File: src/rtl/tmds_video_timing_gen.sv
// Video timing and test-pattern source feeding the three TMDS channel encoders.
// Every output is a registered decode of the current (hcnt, vcnt), so it lags the
// counters by one PIXCLK cycle.
module tmds_video_timing_gen #(
    parameter int unsigned H_ACTIVE  = 640,
    parameter int unsigned H_FP      = 16,
    parameter int unsigned H_SYNC    = 96,
    parameter int unsigned H_BP      = 48,
    parameter int unsigned V_ACTIVE  = 480,
    parameter int unsigned V_FP      = 10,
    parameter int unsigned V_SYNC    = 2,
    parameter int unsigned V_BP      = 33,
    parameter logic        HS_POL    = 1'b0,
    parameter logic        VS_POL    = 1'b0,
    parameter logic [23:0] SOLID_RGB = 24'hFF0000
) (
    input  logic       PIXCLK,
    input  logic       RST_N,
    input  logic [1:0] PATTERN,
    output logic       HSYNC,
    output logic       VSYNC,
    output logic       VDE,
    output logic [1:0] CTRL_B,
    output logic [7:0] RED,
    output logic [7:0] GREEN,
    output logic [7:0] BLUE,
    output logic       FRAME_START
);

    localparam int unsigned H_TOTAL = H_ACTIVE + H_FP + H_SYNC + H_BP;
    localparam int unsigned V_TOTAL = V_ACTIVE + V_FP + V_SYNC + V_BP;
    localparam int unsigned BAR_W   = H_ACTIVE / 8;

    localparam logic [11:0] H_LAST   = 12'(H_TOTAL - 1);
    localparam logic [11:0] V_LAST   = 12'(V_TOTAL - 1);
    localparam logic [11:0] H_ACT    = 12'(H_ACTIVE);
    localparam logic [11:0] V_ACT    = 12'(V_ACTIVE);
    localparam logic [11:0] HS_FIRST = 12'(H_ACTIVE + H_FP);
    localparam logic [11:0] HS_LAST  = 12'(H_ACTIVE + H_FP + H_SYNC - 1);
    localparam logic [11:0] VS_FIRST = 12'(V_ACTIVE + V_FP);
    localparam logic [11:0] VS_LAST  = 12'(V_ACTIVE + V_FP + V_SYNC - 1);
    localparam logic [11:0] BAR_LAST = 12'(BAR_W - 1);

    logic [11:0] hcnt_q, hcnt_d;
    logic [11:0] vcnt_q, vcnt_d;
    logic [11:0] bar_px_q, bar_px_d;
    // Index 8 means "past the last full bar" and renders black.
    logic [3:0]  bar_idx_q, bar_idx_d;
    logic [1:0]  pattern_q, pattern_d;
    logic        hsync_q, hsync_d;
    logic        vsync_q, vsync_d;
    logic        vde_q, vde_d;
    logic        fs_q, fs_d;
    logic [23:0] rgb_q, rgb_d;

    logic        at_origin;
    logic        active;
    logic [1:0]  pat_sel;

    // Next-state for the raster counters and the colour-bar sub-counter.
    always_comb begin
        hcnt_d    = hcnt_q + 12'd1;
        vcnt_d    = vcnt_q;
        bar_px_d  = bar_px_q + 12'd1;
        bar_idx_d = bar_idx_q;
        if (hcnt_q == H_LAST) begin
            hcnt_d    = '0;
            vcnt_d    = (vcnt_q == V_LAST) ? '0 : vcnt_q + 12'd1;
            bar_px_d  = '0;
            bar_idx_d = '0;
        end else if (bar_px_q == BAR_LAST) begin
            bar_px_d = '0;
            if (bar_idx_q != 4'd8) begin
                bar_idx_d = bar_idx_q + 4'd1;
            end
        end
    end

    // Region decode and pattern generation for the current counter position.
    always_comb begin
        at_origin = (hcnt_q == '0) && (vcnt_q == '0);
        // The first pixel of a frame already uses the freshly sampled pattern.
        pat_sel   = at_origin ? PATTERN : pattern_q;
        pattern_d = pat_sel;
        active    = (hcnt_q < H_ACT) && (vcnt_q < V_ACT);
        hsync_d   = ((hcnt_q >= HS_FIRST) && (hcnt_q <= HS_LAST)) ? HS_POL : ~HS_POL;
        vsync_d   = ((vcnt_q >= VS_FIRST) && (vcnt_q <= VS_LAST)) ? VS_POL : ~VS_POL;
        vde_d     = active;
        fs_d      = at_origin;
        rgb_d     = '0;
        if (active) begin
            unique case (pat_sel)
                2'd0: begin
                    case (bar_idx_q)
                        4'd0:    rgb_d = 24'hFFFFFF;
                        4'd1:    rgb_d = 24'hFFFF00;
                        4'd2:    rgb_d = 24'h00FFFF;
                        4'd3:    rgb_d = 24'h00FF00;
                        4'd4:    rgb_d = 24'hFF00FF;
                        4'd5:    rgb_d = 24'hFF0000;
                        4'd6:    rgb_d = 24'h0000FF;
                        default: rgb_d = 24'h000000;
                    endcase
                end
                2'd1: rgb_d = {3{hcnt_q[7:0]}};
                2'd2: rgb_d = (hcnt_q[4] ^ vcnt_q[4]) ? 24'hFFFFFF : 24'h000000;
                2'd3: rgb_d = SOLID_RGB;
            endcase
        end
    end

    // State and output registers with synchronous reset to the inactive levels.
    always_ff @(posedge PIXCLK) begin
        if (!RST_N) begin
            hcnt_q    <= '0;
            vcnt_q    <= '0;
            bar_px_q  <= '0;
            bar_idx_q <= '0;
            pattern_q <= '0;
            hsync_q   <= ~HS_POL;
            vsync_q   <= ~VS_POL;
            vde_q     <= 1'b0;
            fs_q      <= 1'b0;
            rgb_q     <= '0;
        end else begin
            hcnt_q    <= hcnt_d;
            vcnt_q    <= vcnt_d;
            bar_px_q  <= bar_px_d;
            bar_idx_q <= bar_idx_d;
            pattern_q <= pattern_d;
            hsync_q   <= hsync_d;
            vsync_q   <= vsync_d;
            vde_q     <= vde_d;
            fs_q      <= fs_d;
            rgb_q     <= rgb_d;
        end
    end

    assign HSYNC       = hsync_q;
    assign VSYNC       = vsync_q;
    assign CTRL_B      = {vsync_q, hsync_q};
    assign VDE         = vde_q;
    assign FRAME_START = fs_q;
    assign RED         = rgb_q[23:16];
    assign GREEN       = rgb_q[15:8];
    assign BLUE        = rgb_q[7:0];

endmodule

File: config.mk
export PLATFORM = sky130hd
export DESIGN_NAME = tmds_video_timing_gen
export DESIGN_NICKNAME = d
export VERILOG_FILES = /design/src/rtl/tmds_video_timing_gen.sv
export SDC_FILE = /design/constraint.sdc
export NUM_CORES = 1
export LEC_CHECK = 0
export CAP_MARGIN = 20
export CORE_ASPECT_RATIO = 1.1
export CORE_UTILIZATION = 45
export CTS_CLUSTER_SIZE = 20
export DETAILED_ROUTE_END_ITERATION = 7
export GPL_TIMING_DRIVEN = 0
export HOLD_SLACK_MARGIN = 0.02
export PLACE_DENSITY = 0.66
export SKIP_CTS_REPAIR_TIMING = 1
export SLEW_MARGIN = 5
export SYNTH_ARGS = -nofsm -noshare
export SYNTH_HDL_FRONTEND = slang
export SYNTH_SLANG_ARGS = --single-unit
File: constraint.sdc
create_clock -name PIXCLK -period 2.5 [get_ports PIXCLK]
set_clock_uncertainty 0.05 [all_clocks]
set_input_delay 0.5 -clock PIXCLK [delete_from_list [all_inputs] [get_ports PIXCLK]]
set_output_delay 0.5 -clock PIXCLK [all_outputs]
set_load 0.1 [all_outputs]
### Yosys cells after proc, flatten, opt, wreduce, memory -nomap -nowiden

Index checks and enable logic that the tools add are counted.

| word-level totals | value |
|---|---|
| output and inout bits | 30 |
| bits of input ports | 4 |
| word-level logic and storage cells | 54 |
| bits in registers | 70 |

| cells by class | value |
|---|---|
| muxes and demuxes | 7 |
| equal/unequal tests | 13 |
| add/subtract/negate cells | 4 |
| $lt $le $gt $ge | 6 |
| bitwise logic cells | 2 |
| reduce and logical (&&, ||, !) cells | 12 |

Operators with widths:

| kind | number |
|---|---|
| $pmux 24 s7 | 1 |
| $pmux 24 s4 | 1 |
| $add 12x1->12 const B | 3 |
| $eq 12x10->1 const B | 2 |
| $logic_not 12->1 | 2 |
| $mux 24 | 1 |
| $eq 12x7->1 const B | 1 |
| $eq 4x3->1 const B | 3 |
| $ge 12x10->1 const B | 1 |
| $ge 12x9->1 const B | 1 |
| $le 12x10->1 const B | 1 |
| $le 12x9->1 const B | 1 |
| $lt 12x10->1 const B | 1 |
| $lt 12x9->1 const B | 1 |
| $mux 12 | 1 |
| $eq 4x2->1 const B | 2 |
| $add 4x1->4 const B | 1 |
| $eq 2x2->1 const B | 2 |
| $eq 4x1->1 const B | 1 |
| $logic_and 1x1->1 | 4 |
| $logic_not 4->1 | 1 |
| $ne 4x4->1 const B | 1 |
| $reduce_and 2->1 | 2 |
| $reduce_or 3->1 | 1 |
| other kinds (7) | 8 |

### Logic depth before layout (Yosys ltp)

Gate-level depths: netlist of run 1.

| depth | value |
|---|---|
| depth in word-level cells | 5 |
| gate-level depth with buffers | 8 |
| depth with buffers taken out | 7 |

### Least setup slack after synthesis of run 1

No wires, ideal clock.

| path | value |
|---|---|
| kind | register to register |
| from | reg vcnt_q[2] |
| to | reg rgb_q[8] |
| period minus slack after synthesis | 1.991 ns |
| library setup time | 0.135 ns |
| buffers on the path | 1 |
| setup slack | 0.509 ns |
| data required time | 2.315 ns |
| stages on the path, launching flop included | 7 |
| data arrival time | 1.806 ns |
| cell sequence | dfxtp_1 -> or4_4 -> nand3b_4 -> nor2_4 -> buf_12 -> mux2i_4 -> a21oi_1 |

| between the ends | value |
|---|---|
| word-level cells in the longest chain between the ends | 5 |

RTL lines:

| element | line | RTL |
|---|---|---|
| start, declared | 45 | `logic [11:0] vcnt_q, vcnt_d;` |
| start signal, assigned | 127 | `vcnt_q <= vcnt_d;` |
| $logic_not 12->1 | 81 | `at_origin = (hcnt_q == '0) && (vcnt_q == '0);` |
| $logic_and 1x1->1 | 81 |  |
| $mux 2 | 83 | `pat_sel = at_origin ? PATTERN : pattern_q;` |
| $eq 2x2->1 (tied with other cells) | 92 | `unique case (pat_sel)` |
| $pmux 24 s4 | 92 |  |
| end signal, assigned | 135 | `rgb_q <= rgb_d;` |
| end, declared | 54 | `logic [23:0] rgb_q, rgb_d;` |

Several ways; a longest one is shown, not always the timed one.
A chain may end at the register's enable or synchronous reset.

### Worst setup path in the final report of run 1

| path | value |
|---|---|
| from | reg vsync_q (netlist: VSYNC) |
| to | out CTRL_B[1] |

RTL lines:

| element | line | RTL |
|---|---|---|
| start, declared | 51 | `logic vsync_q, vsync_d;` |
| start signal, assigned | 121 | `vsync_q <= ~VS_POL;` |
| start signal, assigned | 132 | `vsync_q <= vsync_d;` |
| end, declared | 23 | `output logic [1:0] CTRL_B,` |

No word-level cell between the ends.

==> metrics.yaml, run 1 <==
finalMaxSlewViolations: 0
nets: 405
synth_cell_types: 48
dieArea_sq_um: 7540
n_antenna_cell: 0
yosysMostFrequentCell: "dfxtp_1"
setup_viol: 0
place_ws_ns: -0.151
end_kind: "output pin"
finalWeightedCongestion: 0.799
synth_top_cell_by_area: "dfxtp_1"
hold_viol: 0
crit_buf_inv: 2
cts_buffers: 9
finalSetupTns_ns: 0
peakVddDrop_mv: 0.567
rsz0062_at_grt: "no"
vias_per_cell: 5.31
synth_fp_nets: 361
wl_per_cell_um: 13.4
clk_latency_ns: 0.34
rows: 32
wirelength_mm: 6.48
synth_common_cells: "dfxtp_1 (70), nor2_1 (44), nand2_1 (21)"
drc: 0
yosysWarningCount: 0
ant_nets: 0
tightest_slew_ns: 0.971
vias: 2559
synth_area_sq_um: 3240
post-place-cells: 466
drive_gt1_share_pct: 12.6
crit_family: "buffers and inverters"
fin_crit_sh_pct: 97.1
drv_cap: 0
grt_pass1_vias: 2405
die_width_um: 82.9
status: "complete, no violations"
slew_headroom_pct: 35.1
grt_pass1_wl_mm: 11.1
cp-start-kind: "flop"
clkTransAtPathRegs_ns: 0.07
pwr_density_cell_nw_per_um2: 768
cts_root_buffer: "clkbuf_8"
grt_usage_pct: 18.2
path_class: "reg2out"
ys_seq_elements: 70
cts_buffer_depth: 2
slowest_stage: "clkdlybuf4s50_1"
cts_tree: "built"
postSynth.asyncResetShare_pct: 0
io_pins: 34
hp-class: "reg2reg"
core_sq_um: 6970
grt-ovfl-total: 0
path_max_fanout: 2
first_pass_iters: 4
setup_slack_ns: 0.0735
die_h_um: 91.0
min_period_ns: 2.43
max_stage_delay_ns: 1.11
final_core_util_pct: 56.1
hold_slack_ns: 0.395
synth_area_leaders: "dfxtp_1 (43%), xor2_1 (5.4%), nor2_1 (5.1%)"
cp.arrival_ns: 1.88
synth_edf_count: 0
ys_seq_area_share_pct: 43.3
cts_sinks: 70
io_buffer_count: 33
h-tree-depth: 3
p_leak_nw: 1.50
grt_max_degree: 13
antenna_found_initial: 0
synthCells: 348
fmax_mhz: 412
path_cells: "buf_4, clkdlybuf4s50_1"
ys.flop_type: "dfxtp_1"
dp_hpwl_mm: 4.72
final_cells: 482
synth_area_per_cell_sq_um: 9.30
required_ns: 1.95
start_util_pct: 46.5
synth_top_area_share_pct: 43.3
drtIter0Drc: 75
area_growth_pct: 20.8
[flip-flops by register name, indices dropped and copies added (netlist names)]
signal,flops
FRAME_START,1
HSYNC,1
VDE,1
VSYNC,1
bar_idx_q,4
bar_px_q,12
hcnt_q,12
pattern_q,2
rgb_q,24
vcnt_q,12
[path summary, 6_finish.rpt]
path	start	to	slack, ns	depth (start not counted)
setup / recovery	VSYNC$_SDFF_PN1_	CTRL_B[1]	0.07	2
hold / removal	bar_px_q[0]$_SDFF_PP0_	bar_px_q[0]$_SDFF_PP0_	0.39	1
setup reg to reg	hcnt_q[0]$_SDFF_PP0_	rgb_q[9]$_SDFF_PN0_	0.20	8
hold reg to reg	bar_px_q[0]$_SDFF_PP0_	bar_px_q[0]$_SDFF_PP0_	0.39	1
[cells in the final DEF, fill, tap and decap left out, drive strengths merged, types with 3 or more instances in the layout]
| cell | n |
|---|---|
| dfxtp | 70 |
| nor2 | 45 |
| clkdlybuf4s50 | 33 |
| a21oi | 25 |
| nand2 | 21 |
| xor2 | 20 |
| nand3 | 18 |
| clkbuf | 16 |
| nand4 | 15 |
| xnor2 | 14 |
| inv | 13 |
| nand3b | 10 |
| buf | 10 |
| ha | 9 |
| or3 | 8 |
| and3 | 8 |
| nor3 | 7 |
| mux2i | 7 |
| o21ai | 6 |
| and2 | 4 |
| nor4 | 4 |
| or4 | 4 |
| o21bai | 3 |
| o211ai | 3 |
| a31oi | 3 |
[cell families after synthesis]
family | share of synthesized area, %
and+or+nand+nor | 27.1
DFF | 43.3
AOI/OAI and AO/OA | 8.54
xor gates and xnor gates | 9.20
buffers and inverters | 5.02
muxes | 3.36
adders and majority gates | 3.48
[routing by layer]
metal / share of wire, % / routed length [um] / vias to the layer above / track usage, %
met5: 0 / 0 / - / 0
met4: 1.9 / 123 / 0 / 7.76
met3: 3.4 / 220 / 10 / 4.09
met2: 47 / 3060 / 57 / 31.1
met1: 47 / 3080 / 1195 / 21.8
li1: - / - / 1297 / -
[final cells by class]
class	instances	area [sq um]
plain buffers	17	114
multi-input cells	248	1690
repair buffers	33	330
well taps	85	106
inverters	13	48.8
clock inverters	6	85.1
flip-flops and latches	70	1400
clock buffers	10	138
fillers	650	3060
[through the flow]
step	power, mW	instance area (sq um)
floorplan	1.85	3240
global placement	2.01	3670
detailed placement	2.02	3670
CTS	3.02	3900
global route	3.11	3910
finish	3.00	3910
[power breakdown]
| group | internal, mW | switching, mW | total, mW | leakage, nW |
|---|---|---|---|---|
| clock network | 0.585 | 0.425 | 1.01 | 0.108 |
| logic | 0.196 | 0.585 | 0.781 | 0.823 |
| registers | 1.18 | 0.0277 | 1.21 | 0.573 |
| total | 1.97 | 1.04 | 3.00 | 1.50 |
No activity file was read; power rests on OpenSTA's default activity.
==> inputs of run 2 (changes only) <==
==> constraint.sdc (replaced) <==
create_clock -name PIXCLK -period 2.5 [get_ports PIXCLK]
set_clock_uncertainty 0.05 [all_clocks]
set_input_delay 0.5 -clock PIXCLK [delete_from_list [all_inputs] [get_ports PIXCLK]]
set_output_delay 0.5 -clock PIXCLK [all_outputs]
set_load 0.05 [all_outputs]
==> results of run 2 <==
Same layout as run 1 (identical final DEF). Status: complete, no violations.
Main changes from that run: clock-pin slew on the worst setup and hold paths 0.07 ns -> 0.08 ns; setup slack after layout 0.0735 ns -> 0.204 ns; start point of the critical path VSYNC$_SDFF_PN1_ -> hcnt_q[0]$_SDFF_PP0_; end point of the critical path CTRL_B[1] -> rgb_q[9]$_SDFF_PN0_; total power 3.00 mW -> 2.78 mW; worst IR drop on VDD 0.567 mV -> 0.460 mV
